[src/rtl/muldiv_control.sv]
// Iterative multiply/divide sequencer with HI/LO register pair.
// Radix-2 shift-add multiply and restoring divide, one bit per cycle;
// sign handling is done once on entry (abs) and once on exit (negate).
module muldiv_control #(
    parameter int WIDTH = 32,
    parameter int CNT_W = 6
) (
    input  logic             clk,
    input  logic             rst_n,
    input  logic             EX_start,
    input  logic [2:0]       EX_op,
    input  logic [WIDTH-1:0] EX_rs_data,
    input  logic [WIDTH-1:0] EX_rt_data,
    input  logic             EX_flush,
    output logic             EX_stall,
    output logic             EX_busy,
    output logic [WIDTH-1:0] EX_hilo_out
);

    typedef enum logic [1:0] {IDLE, CALC, SIGN} state_t;

    localparam logic [CNT_W-1:0] LAST = CNT_W'(WIDTH - 1);

    state_t               state, state_nx;
    logic [WIDTH-1:0]     hi, lo;
    logic [CNT_W-1:0]     cnt;
    logic [2*WIDTH-1:0]   acc;      // product, or {rem, quot}
    logic [WIDTH-1:0]     opnd;     // multiplicand or divisor (absolute)
    logic                 is_div;
    logic                 sign_s, sign_t;
    logic                 dz;

    // Operand preparation for a new mul/div
    logic                 op_signed, rs_neg, rt_neg, start_dz;
    logic [WIDTH-1:0]     rs_abs, rt_abs, acc_hi_init;

    // Iteration datapath
    logic [WIDTH-1:0]     mul_add;
    logic [WIDTH:0]       mul_sum;
    logic [2*WIDTH-1:0]   mul_nx;
    logic [WIDTH:0]       div_trial;
    logic [2*WIDTH-1:0]   div_nx;

    // Final sign correction
    logic                 res_neg;
    logic [2*WIDTH-1:0]   prod_fin;
    logic [WIDTH-1:0]     quot_fin, rem_fin;

    assign op_signed   = ~EX_op[0];
    assign rs_neg      = op_signed & EX_rs_data[WIDTH-1];
    assign rt_neg      = op_signed & EX_rt_data[WIDTH-1];
    assign rs_abs      = rs_neg ? ('0 - EX_rs_data) : EX_rs_data;
    assign rt_abs      = rt_neg ? ('0 - EX_rt_data) : EX_rt_data;
    assign start_dz    = EX_op[1] && (EX_rt_data == '0);
    // Divide-by-zero parks the raw dividend in the upper half so SIGN can write it to HI
    assign acc_hi_init = start_dz ? EX_rs_data : '0;

    // Multiply: add multiplicand on product LSB, carry-out shifts into the MSB
    assign mul_add   = acc[0] ? opnd : '0;
    assign mul_sum   = {1'b0, acc[2*WIDTH-1:WIDTH]} + {1'b0, mul_add};
    assign mul_nx    = {mul_sum, acc[WIDTH-1:1]};

    // Divide: trial-subtract on the shifted remainder (WIDTH+1 bits to hold the shift-out)
    assign div_trial = acc[2*WIDTH-1:WIDTH-1] - {1'b0, opnd};
    assign div_nx    = div_trial[WIDTH] ? {acc[2*WIDTH-2:0], 1'b0}
                                        : {div_trial[WIDTH-1:0], acc[WIDTH-2:0], 1'b1};

    assign res_neg   = sign_s ^ sign_t;
    assign prod_fin  = res_neg ? ('0 - acc) : acc;
    assign quot_fin  = res_neg ? ('0 - acc[WIDTH-1:0]) : acc[WIDTH-1:0];
    assign rem_fin   = sign_s ? ('0 - acc[2*WIDTH-1:WIDTH]) : acc[2*WIDTH-1:WIDTH];

    assign EX_busy     = (state != IDLE);
    assign EX_stall    = EX_start && (state != IDLE);
    assign EX_hilo_out = EX_op[0] ? lo : hi;

    // State register
    always_ff @(posedge clk) begin
        if (!rst_n) state <= IDLE;
        else        state <= state_nx;
    end

    // Next-state logic; flush overrides every transition
    always_comb begin
        state_nx = state;
        case (state)
            IDLE:    if (EX_start && !EX_op[2]) state_nx = start_dz ? SIGN : CALC;
            CALC:    if (cnt == LAST) state_nx = SIGN;
            SIGN:    state_nx = IDLE;
            default: state_nx = IDLE;
        endcase
        if (EX_flush) state_nx = IDLE;
    end

    // HI/LO, operand latches, iteration counter and accumulator
    always_ff @(posedge clk) begin
        if (!rst_n) begin
            hi     <= '0;
            lo     <= '0;
            cnt    <= '0;
            acc    <= '0;
            opnd   <= '0;
            is_div <= 1'b0;
            sign_s <= 1'b0;
            sign_t <= 1'b0;
            dz     <= 1'b0;
        end else if (EX_flush) begin
            cnt <= '0;
        end else begin
            case (state)
                IDLE: begin
                    if (EX_start) begin
                        case (EX_op)
                            3'b110: hi <= EX_rs_data;
                            3'b111: lo <= EX_rs_data;
                            3'b000, 3'b001, 3'b010, 3'b011: begin
                                is_div <= EX_op[1];
                                sign_s <= rs_neg;
                                sign_t <= rt_neg;
                                dz     <= start_dz;
                                acc    <= {acc_hi_init, rs_abs};
                                opnd   <= rt_abs;
                                cnt    <= '0;
                            end
                            default: ;
                        endcase
                    end
                end
                CALC: begin
                    cnt <= cnt + 1'b1;
                    acc <= is_div ? div_nx : mul_nx;
                end
                SIGN: begin
                    cnt <= '0;
                    if (dz) begin
                        hi <= acc[2*WIDTH-1:WIDTH];
                        lo <= '1;
                    end else if (is_div) begin
                        hi <= rem_fin;
                        lo <= quot_fin;
                    end else begin
                        hi <= prod_fin[2*WIDTH-1:WIDTH];
                        lo <= prod_fin[WIDTH-1:0];
                    end
                end
                default: ;
            endcase
        end
    end

endmodule

[config.mk]
export PLATFORM = sky130hd
export DESIGN_NAME = muldiv_control
export DESIGN_NICKNAME = d
export VERILOG_FILES = /design/src/rtl/muldiv_control.sv
export SDC_FILE = /design/constraint.sdc
export NUM_CORES = 1
export LEC_CHECK = 0
export CAP_MARGIN = 20
export CELL_PAD_IN_SITES_DETAIL_PLACEMENT = 0
export CELL_PAD_IN_SITES_GLOBAL_PLACEMENT = 2
export CORE_MARGIN = 10
export CORE_UTILIZATION = 36
export CTS_BUF_LIST = sky130_fd_sc_hd__clkbuf_2 sky130_fd_sc_hd__clkbuf_4 sky130_fd_sc_hd__clkbuf_8
export CTS_CLUSTER_SIZE = 40
export DETAILED_ROUTE_END_ITERATION = 8
export PLACE_DENSITY = 0.83
export SYNTH_ARGS = -nofsm -noshare
export SYNTH_HDL_FRONTEND = slang
export SYNTH_SLANG_ARGS = --single-unit
export TNS_END_PERCENT = 30
[constraint.sdc]
create_clock -name clk -period 4.5 [get_ports clk]
set_input_delay 0.9 -clock clk [delete_from_list [all_inputs] [get_ports clk]]
set_output_delay 0.9 -clock clk [all_outputs]
set_load 0.02 [all_outputs]
==> flow_metrics.py <==
metrics = {
    "layout": {
        "final_common_cell": "a21oi_1",
        "nNetsFinal": 2219,
        "mostFrequentLayoutCells": "a21oi_1, nor2_1, nand2_1",
        "stdcell_area_um2": 17100,
        "drive_above_1_share": 0.0910,
        "synthToLayoutAreaGrowth_pct": 15.3,
        "final_util": 0.419,
        "n_antenna_cell": 0,
    },
    "synth": {
        "yosysTopAreaCell": "dfxtp_1",
        "synth_cell_types": 80,
        "syn-num-nets": 2152,
        "synth_ff_type": "dfxtp_1",
        "ys_top_cells_by_area": "dfxtp_1, a21oi_1, xnor2_1",
        "netlist_area_um2": 14800,
        "ys_warn_count": 0,
        "seq_area_frac_synth": 0.232,
        "async_flop_share": 0,
        "synthCells": 2007,
        "yosysTopAreaCellShare": 0.232,
        "synth-seq-cells": 172,
        "synth_edf_count": 0,
        "syn_area_per_cell_um2": 7.39,
    },
    "timing": {
        "final.setup_skew_ns": 0.0129,
        "setup_viol": 0,
        "worst_slack_ns": 0.545,
        "worst_pin_slew_ns": 1.15,
        "maxSlewViolCount": 0,
        "slew_headroom": 0.236,
        "setup-tns-final_ns": 0,
        "layout_min_cycle_time_ns": 3.95,
        "hold_violations": 0,
        "finalCritPeriodShare": 0.879,
        "max_freq_mhz": 253,
        "grt_setup_unrepaired": "false",
    },
    "clocking": {
        "cts_resized": 0,
        "cts_tree": "done",
        "cts_max_path_buffers": 2,
        "post_cts_buffers": 0,
        "numCtsBuffers": 17,
        "cts_sinks": 172,
        "cts.clk_slew.worst_paths_ns": 0.10,
        "postCtsHoldBufs": 0,
        "clock_latency_ns": 0.52,
        "clock-root-buffer": "clkbuf_8",
        "cts_max_level": 4,
    },
    "placed_design": {
        "postPlaceCellArea_um2": 16700,
        "gp_routability_congestion": 0.909,
        "port_buffers": 104,
        "place_ws_ns": 0.312,
        "hpwl_um": 44500,
    },
    "worst_setup_path": {
        "arrival_ns": 4.39,
        "end_kind": "flop",
        "worstPathRequired_ns": 4.93,
        "cp_max_fo": 13,
        "ff2ff_setup_slack_ns": 0.55,
        "cp-start-kind": "flop",
        "criticalPathCategory": "flop to flop",
    },
    "routing": {
        "ant_nets": 0,
        "wl_per_cell_um": 22.1,
        "wirelength_um": 57900,
        "vias_per_cell": 5.80,
        "first_pass_iters": 5,
        "drc": 0,
        "drtIter0Drc": 1368,
        "routed-via-count": 15200,
    },
    "floorplanning": {
        "start_util": 0.363,
        "rows": 74,
        "die_x_um": 223,
        "dieHeight_um": 223,
        "ioPinCount": 105,
        "dieArea_um2": 49700,
        "core_area_um2": 40800,
    },
    "global_route": {
        "grt_pass1_vias": 14600,
        "grt_start_max_net_pins": 57,
        "grt_pass1_wl_um": 88900,
        "grt.total_usage": 0.225,
        "gr-total-overflow": 0,
        "antenna_found_initial": 1,
    },
    "pwr": {
        "power.total_mw": 4.20,
        "power_density_nw_per_um2": 246,
        "leakagePower_nw": 6.58,
        "ir_drop_uv": 139,
    },
    "hold_path": {
        "hold_class": "flop to flop",
    },
    "flow_run": {
        "max_cap_violations": 0,
    },
    "status": {
        "status": "completed",
    },
}
-- logic make-up after synthesis --
group	share of synthesized area
xor+xnor	0.0985
compound gates	0.301
flops	0.232
fa+ha+maj	0.0634
mux	0.0622
simple gates	0.189
buf+inv	0.0538
-- where the power goes --
part	total, mW	switching [mW]	internal, mW
sequential	1.62	0.0511	1.57
combinational	1.29	0.781	0.506
clock	1.30	0.666	0.631
total	4.20	1.50	2.70
-- state kept, by name, summed over array words and instances (netlist names) --
name	flops
cnt	6
hi	32
sign_t	1
sign_s	1
state	2
is_div	1
acc	64
opnd	32
dz	1
lo	32
-- routing by layer --
metal / part of all wire / global-route usage / vias to the layer above
li1: - / - / 7426
met5: 0 / 0 / -
met2: 0.47 / 0.378 / 454
met1: 0.46 / 0.296 / 7245
met3: 0.051 / 0.0285 / 61
met4: 0.018 / 0.0578 / 0
-- area by class of cell --
type                            count  area, um2
Sequential cell                   172       3450
Clock buffer                       19        255
Multi-Input combinational cell   1630      10700
Tap cell                          532        666
Clock inverter                     13        186
Inverter                           73        277
Timing Repair Buffer              180       1620
Fill cell                        4299      23700
-- cell usage after synthesis (11+ instances only) --
| cell | count |
|---|---|
| a211oi_1 | 50 |
| a21o_1 | 47 |
| a21oi_1 | 243 |
| a221oi_1 | 13 |
| a31oi_1 | 16 |
| and2_1 | 11 |
| and3_1 | 12 |
| buf_1 | 16 |
| clkbuf_1 | 105 |
| dfxtp_1 | 172 |
| ha_1 | 72 |
| inv_1 | 72 |
| mux2_2 | 42 |
| mux2i_1 | 45 |
| nand2_1 | 200 |
| nand2b_1 | 24 |
| nand3_1 | 22 |
| nand4_1 | 11 |
| nor2_1 | 204 |
| nor2b_1 | 18 |
| nor3_1 | 35 |
| nor4_1 | 16 |
| o211ai_1 | 41 |
| o21a_1 | 14 |
| o21ai_0 | 126 |
| o221ai_1 | 24 |
| o31ai_1 | 22 |
| or3_1 | 13 |
| xnor2_1 | 106 |
| xor2_1 | 61 |
-- stage by stage --
step           cells  hold slack, ns
6_report        2619           0.457
5_1_grt         2619           0.476
4_1_cts         2619           0.458
3_5_place_dp    2587           0.436
3_3_place_gp    2587           0.430
2_1_floorplan   2007           0.421
-- worst paths after layout --
check | startpoint | endpoint | cells after the start
worst max register to register | acc[0] | acc[61] | 14
worst max-delay path | acc[0] | acc[61] | 14
worst min-delay path | lo[28] | lo[28] | 2
worst min register to register | lo[28] | lo[28] | 2
-- critical path, cell delays in order (launching register included) --
cell	delay, ns
dfxtp_1	0.40
inv_1	0.39
nor2_1	0.15
fa_1	0.47
a211o_1	0.32
o211ai_1	0.13
a21oi_1	0.16
a31oi_1	0.20
buf_4	0.16
o31a_1	0.23
o21ai_0	0.22
a2111o_1	0.45
and3_1	0.18
o211a_1	0.20
nor4_1	0.20
Power figures use the tool's default switching activity.
